## config.mk

```make
export PLATFORM = sky130hd
export DESIGN_NAME = sma_level_detector_flat
export DESIGN_NICKNAME = d
export VERILOG_FILES = /design/src/rtl/sma_pkg.sv /design/src/rtl/sma_level_detector_if.sv /design/src/rtl/sma_peak_track.sv /design/src/rtl/sma_level_detector.sv /design/src/flat_wrapper.sv
export SDC_FILE = /design/constraint.sdc
export NUM_CORES = 1
export LEC_CHECK = 0
export ABC_CLOCK_PERIOD_IN_PS = 3030
export BUFFER_PORTS_ARGS = -buffer_cell sky130_fd_sc_hd__clkbuf_2
export CORE_MARGIN = 3
export CORE_UTILIZATION = 51
export DETAILED_ROUTE_END_ITERATION = 12
export GPL_TIMING_DRIVEN = 0
export PLACE_DENSITY = 0.87
export SKIP_LAST_GASP = 1
export SYNTH_ARGS = -nofsm -noshare
export SYNTH_HDL_FRONTEND = slang
export SYNTH_SLANG_ARGS = --single-unit
```

## constraint.sdc

```tcl
create_clock -name clk -period 3.03 [get_ports clk]
set_input_delay 0.4545 -clock clk [delete_from_list [all_inputs] [get_ports clk]]
set_output_delay 0.4545 -clock clk [all_outputs]
set_load 0.01 [all_outputs]
```

## src/rtl/sma_pkg.sv

```systemverilog
// Shared types and constants for the moving-average level detector slice.
package sma_pkg;

    localparam int DATA_W_DEF = 16;
    localparam int DWELL_MAX  = 15;
    localparam int CNT_W      = 4;
    localparam int EPI_W      = 16;

    typedef enum logic [1:0] {
        ST_LOW    = 2'd0,
        ST_ARM_HI = 2'd1,
        ST_HIGH   = 2'd2,
        ST_ARM_LO = 2'd3
    } state_e;

endpackage

```

## src/rtl/sma_level_detector_if.sv

```systemverilog
// Sample/threshold inputs and detector outputs bundled between the filter side and the detector.
interface sma_level_detector_if #(parameter int DATA_W = 16);

    logic                     en;
    logic signed [DATA_W-1:0] x;
    logic signed [DATA_W-1:0] thr_hi;
    logic signed [DATA_W-1:0] thr_lo;
    logic                     level;
    logic                     rise;
    logic                     fall;
    logic signed [DATA_W-1:0] peak;
    logic                     peak_valid;
    logic [15:0]              episodes;
    logic                     cfg_err;

    modport master (
        output en, x, thr_hi, thr_lo,
        input  level, rise, fall, peak, peak_valid, episodes, cfg_err
    );

    modport slave (
        input  en, x, thr_hi, thr_lo,
        output level, rise, fall, peak, peak_valid, episodes, cfg_err
    );

endinterface

```

## src/rtl/sma_peak_track.sv

```systemverilog
// Running signed maximum of an episode; cand is the maximum including the current sample.
module sma_peak_track #(
    parameter int DATA_W = 16
) (
    input  logic                     clk,
    input  logic                     rst,
    input  logic                     clr,
    input  logic                     load,
    input  logic                     upd,
    input  logic signed [DATA_W-1:0] d,
    output logic signed [DATA_W-1:0] cand
);

    logic signed [DATA_W-1:0] max_r;

    assign cand = (d > max_r) ? d : max_r;

    // Tracker register: clear wins over load, load wins over update.
    always_ff @(posedge clk) begin
        if (!rst) begin
            max_r <= {DATA_W{1'b0}};
        end else if (clr) begin
            max_r <= {DATA_W{1'b0}};
        end else if (load) begin
            max_r <= d;
        end else if (upd) begin
            max_r <= cand;
        end else begin
            max_r <= max_r;
        end
    end

endmodule

```

## src/rtl/sma_level_detector.sv

```systemverilog
// Hysteresis level detector with dwell qualification, peak reporting and episode counting.
module sma_level_detector
    import sma_pkg::*;
#(
    parameter int DATA_W = DATA_W_DEF,
    parameter int DWELL  = 3
) (
    input logic               clk,
    input logic               rst,
    sma_level_detector_if.slave bus
);

    localparam logic [CNT_W-1:0] CNT_ZERO = {CNT_W{1'b0}};
    localparam logic [CNT_W-1:0] CNT_ONE  = {{(CNT_W-1){1'b0}}, 1'b1};
    localparam logic [CNT_W-1:0] DWELL_C  = CNT_W'(DWELL);

    state_e                   state_r, state_nxt_s;
    logic [CNT_W-1:0]         cnt_r, cnt_nxt_s, cnt_inc_s;
    logic                     hi_q_s, lo_q_s, cfg_bad_s;
    logic                     rise_s, fall_s;
    logic                     trk_clr_s, trk_load_s, trk_upd_s;
    logic signed [DATA_W-1:0] trk_cand_s;
    logic                     level_r, rise_r, fall_r, peak_valid_r, cfg_err_r;
    logic signed [DATA_W-1:0] peak_r;
    logic [EPI_W-1:0]         episodes_r;

    assign hi_q_s    = (bus.x >= bus.thr_hi);
    assign lo_q_s    = (bus.x <= bus.thr_lo);
    assign cfg_bad_s = (bus.thr_hi <= bus.thr_lo);
    assign cnt_inc_s = cnt_r + CNT_ONE;

    sma_peak_track #(.DATA_W(DATA_W)) u_peak (
        .clk  (clk),
        .rst  (rst),
        .clr  (trk_clr_s),
        .load (trk_load_s),
        .upd  (trk_upd_s),
        .d    (bus.x),
        .cand (trk_cand_s)
    );

    // Next-state, dwell counter and tracker control decisions for the current edge.
    always_comb begin
        state_nxt_s = state_r;
        cnt_nxt_s   = cnt_r;
        rise_s      = 1'b0;
        fall_s      = 1'b0;
        trk_clr_s   = 1'b0;
        trk_load_s  = 1'b0;
        trk_upd_s   = 1'b0;
        if (cfg_bad_s) begin
            state_nxt_s = ST_LOW;
            cnt_nxt_s   = CNT_ZERO;
            trk_clr_s   = 1'b1;
        end else if (bus.en) begin
            case (state_r)
                ST_LOW: begin
                    if (hi_q_s) begin
                        trk_load_s = 1'b1;
                        if (DWELL_C == CNT_ONE) begin
                            state_nxt_s = ST_HIGH;
                            cnt_nxt_s   = CNT_ZERO;
                            rise_s      = 1'b1;
                        end else begin
                            state_nxt_s = ST_ARM_HI;
                            cnt_nxt_s   = CNT_ONE;
                        end
                    end else begin
                        cnt_nxt_s = CNT_ZERO;
                    end
                end
                ST_ARM_HI: begin
                    if (!hi_q_s) begin
                        state_nxt_s = ST_LOW;
                        cnt_nxt_s   = CNT_ZERO;
                        trk_clr_s   = 1'b1;
                    end else if (cnt_inc_s == DWELL_C) begin
                        trk_upd_s   = 1'b1;
                        state_nxt_s = ST_HIGH;
                        cnt_nxt_s   = CNT_ZERO;
                        rise_s      = 1'b1;
                    end else begin
                        trk_upd_s = 1'b1;
                        cnt_nxt_s = cnt_inc_s;
                    end
                end
                ST_HIGH: begin
                    trk_upd_s = 1'b1;
                    if (lo_q_s && (DWELL_C == CNT_ONE)) begin
                        state_nxt_s = ST_LOW;
                        cnt_nxt_s   = CNT_ZERO;
                        fall_s      = 1'b1;
                    end else if (lo_q_s) begin
                        state_nxt_s = ST_ARM_LO;
                        cnt_nxt_s   = CNT_ONE;
                    end else begin
                        cnt_nxt_s = CNT_ZERO;
                    end
                end
                ST_ARM_LO: begin
                    trk_upd_s = 1'b1;
                    if (!lo_q_s) begin
                        state_nxt_s = ST_HIGH;
                        cnt_nxt_s   = CNT_ZERO;
                    end else if (cnt_inc_s == DWELL_C) begin
                        state_nxt_s = ST_LOW;
                        cnt_nxt_s   = CNT_ZERO;
                        fall_s      = 1'b1;
                    end else begin
                        cnt_nxt_s = cnt_inc_s;
                    end
                end
                default: begin
                    state_nxt_s = ST_LOW;
                    cnt_nxt_s   = CNT_ZERO;
                    trk_clr_s   = 1'b1;
                end
            endcase
        end else begin
            state_nxt_s = state_r;
        end
    end

    // State, counters and all registered outputs; peak latches the maximum including the closing sample.
    always_ff @(posedge clk) begin
        if (!rst) begin
            state_r      <= ST_LOW;
            cnt_r        <= CNT_ZERO;
            level_r      <= 1'b0;
            rise_r       <= 1'b0;
            fall_r       <= 1'b0;
            peak_valid_r <= 1'b0;
            peak_r       <= {DATA_W{1'b0}};
            episodes_r   <= {EPI_W{1'b0}};
            cfg_err_r    <= 1'b0;
        end else begin
            state_r      <= state_nxt_s;
            cnt_r        <= cnt_nxt_s;
            level_r      <= (state_nxt_s == ST_HIGH) || (state_nxt_s == ST_ARM_LO);
            rise_r       <= rise_s;
            fall_r       <= fall_s;
            peak_valid_r <= fall_s;
            cfg_err_r    <= cfg_bad_s;
            if (fall_s) begin
                peak_r <= trk_cand_s;
            end else begin
                peak_r <= peak_r;
            end
            if (rise_s && (episodes_r != 16'hFFFF)) begin
                episodes_r <= episodes_r + 16'd1;
            end else begin
                episodes_r <= episodes_r;
            end
        end
    end

    assign bus.level      = level_r;
    assign bus.rise       = rise_r;
    assign bus.fall       = fall_r;
    assign bus.peak       = peak_r;
    assign bus.peak_valid = peak_valid_r;
    assign bus.episodes   = episodes_r;
    assign bus.cfg_err    = cfg_err_r;

endmodule

```

## src/flat_wrapper.sv

```systemverilog
// flat-port wrapper written by rule: the top's interface ports become plain ports
module sma_level_detector_flat import sma_pkg::*;
#(
    parameter int DATA_W = DATA_W_DEF,
    parameter int DWELL  = 3
)
  (clk, rst, bus_en, bus_x, bus_thr_hi, bus_thr_lo, bus_level, bus_rise, bus_fall, bus_peak, bus_peak_valid, bus_episodes, bus_cfg_err);
  sma_level_detector_if #(.DATA_W(DATA_W)) bus_i ();
  input logic clk;
  input logic rst;
  input wire logic [$bits(bus_i.en)-1:0] bus_en;
  input wire logic [$bits(bus_i.x)-1:0] bus_x;
  input wire logic [$bits(bus_i.thr_hi)-1:0] bus_thr_hi;
  input wire logic [$bits(bus_i.thr_lo)-1:0] bus_thr_lo;
  output wire logic [$bits(bus_i.level)-1:0] bus_level;
  output wire logic [$bits(bus_i.rise)-1:0] bus_rise;
  output wire logic [$bits(bus_i.fall)-1:0] bus_fall;
  output wire logic [$bits(bus_i.peak)-1:0] bus_peak;
  output wire logic [$bits(bus_i.peak_valid)-1:0] bus_peak_valid;
  output wire logic [$bits(bus_i.episodes)-1:0] bus_episodes;
  output wire logic [$bits(bus_i.cfg_err)-1:0] bus_cfg_err;
  assign bus_i.en = bus_en;
  assign bus_i.x = bus_x;
  assign bus_i.thr_hi = bus_thr_hi;
  assign bus_i.thr_lo = bus_thr_lo;
  assign bus_level = bus_i.level;
  assign bus_rise = bus_i.rise;
  assign bus_fall = bus_i.fall;
  assign bus_peak = bus_i.peak;
  assign bus_peak_valid = bus_i.peak_valid;
  assign bus_episodes = bus_i.episodes;
  assign bus_cfg_err = bus_i.cfg_err;
  sma_level_detector #(.DATA_W(DATA_W), .DWELL(DWELL)) u_core (.clk(clk), .rst(rst), .bus(bus_i));
endmodule
```

==> results.yml <==
global_route:
  grt_overflow: 0
  grt_first_pass_wirelength_mm: 20.6
  grt_start_max_net_pins: 11
  antenna_found_initial: 0
  grt_usage_pct: 26.1
  grt_pass1_vias: 4309
cts:
  tritoncts.num_buffers: 9
  root_buffer: "clkbuf_8"
  cts_tree: "yes"
  clk_path_buf_depth: 2
  path_clk_slew_ps: 60
  cts_max_level: 3
  clk_latency_ps: 350
  clock_sinks: 58
final_layout:
  final-seq-area_sq_mm: 0.00116
  fillers: 478
  layout.nets: 742
  diodes: 0
  drive_gt1_share_pct: 34.6
  instances_no_fill: 730
  multiInputGateArea_sq_mm: 0.00330
  area_growth_pct: 37.9
  post-route-util_pct: 74.4
worst_setup_path:
  slowest_delay_ps: 480
  worstReg2RegEnd: "u_core.u_peak.max_r[5]"
  crit_path_end_kind: "flip-flop"
  crit_path_start_kind: "flip-flop"
  ff2ff_setup_slack_ps: -230
  critical_path_class: "reg2reg"
  cp_top_family: "simple AND/OR/NAND/NOR gates"
  cpMostUsedCell: "buf_4"
  cp_slowest_cell: "nor4_4"
  critPathBufInv: 4
  reg2reg_depth: 13
  critPathArrivalTime_ps: 3500
  crit_chain: "inv_1 -> ha_1 -> nand4_1 -> nor4_4 -> a21boi_2 -> o31a_1 -> buf_4 -> o21ai_1 -> nor3_4 -> buf_4 -> buf_6 -> mux2i_1 -> nor2_1"
  critical_path_required_ps: 3270
  cp_max_fo: 8
  r2r_start: "u_core.u_peak.max_r[7]"
logic_synthesis:
  yosysTopAreaCell: "dfxtp_1"
  synth-seq-cells: 58
  synth-edff-count: 0
  async_flop_share_pct: 0
  netlist_area_sq_mm: 0.00430
  synth_cells: 502
  synthFlopType: "dfxtp_1"
  ys_top_cells_by_count: "67 x ha_1, 58 x dfxtp_1, 52 x inv_1"
  ys_types: 50
  syn-num-nets: 620
  synth_top_area_share_pct: 27.0
  syn_avg_cell_area_sq_um: 8.56
  yosys-top-cells-area: "dfxtp_1 27%, ha_1 19%, mux2i_1 8.1%"
  synth_seq_area_share_pct: 27.0
  yosysMostFrequentCell: "ha_1"
  yosys_warnings: 0
placed_design:
  dp.cells: 691
  dp_hpwl_mm: 8.81
  pre_cts_slack_ps: -661
  globalplace.congestion: 0.843
  io_buffer_count: 87
routing:
  vias: 4725
  drt_first_iter_violations: 586
  first_pass_iters: 7
  post_drt_via_cell_ratio: 6.47
  drc_errors: 0
  routed_wl_mm: 15.0
  drt-wirelength-per-cell_um: 20.5
  antenna_left: 0
timing:
  fin_skew_ps: 10.5
  slew_viol_final: 0
  fin_crit_ps: 3260
  setup_viol: 36
  max_freq_mhz: 307
  fin_ws_ps: -232
  final_hold_viol_count: 0
  finalCritPeriodShare_pct: 108
  slew_headroom_pct: 27.7
  tightest_slew_ps: 1080
  rsz0062_at_grt: "true"
worst_hold_path:
  hold_depth: 3
  min_to: "u_core.u_peak.max_r[0]"
  hp-start: "bus_x[0]"
  min_path_type: "in2reg"
floorplanning:
  rows: 32
  start_util_pct: 54.0
  design.core.area_sq_mm: 0.00797
  boundaryPins: 88
  dieArea_sq_mm: 0.00957
  die_h_um: 97.8
  chipWidth_um: 97.8
pwr:
  peakVddDrop_v: 0.000378
  p_leak_nw: 2.58
  power_density_mw_per_mm2: 344
run:
  drv_cap: 0
run_status:
  violations: "setup timing"
  status: "complete, but fails checks"
cells by family (layout without fill, tap and decap cells):
logic type | count (synthesis) | after routing | share of synthesized area [%]
simple gates | 172 | 172 | 21.2
compound gates | 90 | 90 | 15.2
buf+inv | 72 | 198 | 7.30
fa+ha+maj | 67 | 67 | 19.5
flops | 58 | 58 | 27.0
mux | 35 | 35 | 8.15
xor+xnor | 8 | 8 | 1.63
metal layers:
layer	share of wire, %	global-route usage (%)	vias up
met5	0	0	-
met4	6.8	9.05	0
met3	11	7.07	126
met2	46	43.4	371
met1	36	32.6	2170
li1	-	-	2058
worst reg2reg max path, cell delays in order, from the launching register on:
cell	delay [ps]
dfxtp_1	360
inv_1	60
ha_1	340
nand4_1	280
nor4_4	480
a21boi_2	270
o31a_1	180
buf_4	200
o21ai_1	130
nor3_4	290
buf_4	180
buf_6	140
mux2i_1	200
nor2_1	50
stage by stage:
| stage | power, mW | hold slack [ps] | area, sq um | setup TNS, ps |
|---|---|---|---|---|
| 3_3_place_gp | 1.23 | 465 | 5000 | -19120 |
| 5_1_grt | 2.11 | 426 | 5930 | -5710 |
| 6_report | 2.04 | 380 | 5930 | -3570 |
| 2_1_floorplan | 1.12 | 482 | 4430 | -1840 |
| 4_1_cts | 1.91 | 381 | 5540 | -261 |
| 3_5_place_dp | 1.25 | 477 | 5000 | -21680 |
how the worst max path moves through the flow:
stage | from | slack (ps) | endpoint | cells after the start
2_1_floorplan | bus_thr_lo[13] | -120 | u_core.bus.peak[2] | 13
3_3_place_gp | bus_x[15] | -560 | u_core.u_peak.max_r[5] | 12
3_5_place_dp | bus_x[15] | -660 | u_core.u_peak.max_r[14] | 12
4_1_cts | bus_thr_lo[6] | -30 | u_core.bus.peak[8] | 13
5_1_grt | u_core.u_peak.max_r[7] | -300 | u_core.u_peak.max_r[5] | 13
6_report | u_core.u_peak.max_r[7] | -230 | u_core.u_peak.max_r[5] | 13
area by class of cell:
cell class / count / area share [%]
Inverter: 52 / 3.67
Sequential cell: 58 / 19.6
Multi-Input combinational cell: 372 / 55.6
Timing Repair Buffer: 114 / 13.8
Clock inverter: 3 / 0.253
Buffer: 17 / 2.36
Clock buffer: 12 / 2.62
Tap cell: 102 / 2.15
repair_timing:
action                                  in CTS  in global routing
hold buffers                                 0                  0
resized for setup                           43                 72
endpoints found under the setup margin      37                 44
cloned                                       3                  1
pin swaps                                   13                 19
buffers inserted                            11                 12
report_power, final:
part / switching [mW] / internal (mW) / leakage [nW]
clock network: 0.318 / 0.333 / 0.0920
registers: 0.0152 / 0.778 / 0.469
logic: 0.335 / 0.258 / 2.02
sequential cells by signal (all words and copies together), names as in the netlist:
register             flops
u_core.bus.episodes     16
u_core.bus.peak         16
u_core.u_peak.max_r     16
u_core.cnt_r             4
u_core.state_r           2
u_core.bus.cfg_err       1
u_core.bus.fall          1
u_core.bus.level         1
u_core.bus.rise          1
layout by cell type, fill, tap and decap left out, drive strengths merged, types with 5 or more instances in the layout:
| cell type | synthesis | final |
|---|---|---|
| a21o | 6 | 6 |
| a21oi | 33 | 33 |
| and3 | 6 | 6 |
| and4 | 5 | 5 |
| buf | 12 | 48 |
| clkbuf | 8 | 95 |
| dfxtp | 58 | 58 |
| ha | 67 | 67 |
| inv | 52 | 52 |
| mux2i | 35 | 35 |
| nand2 | 23 | 23 |
| nand2b | 9 | 9 |
| nand3 | 33 | 33 |
| nand4 | 14 | 14 |
| nor2 | 41 | 41 |
| nor2b | 6 | 6 |
| nor3 | 14 | 14 |
| o211ai | 6 | 6 |
| o21ai | 8 | 8 |
| o31ai | 17 | 17 |
| xnor2 | 8 | 8 |
(Power assumes the default switching activity.)
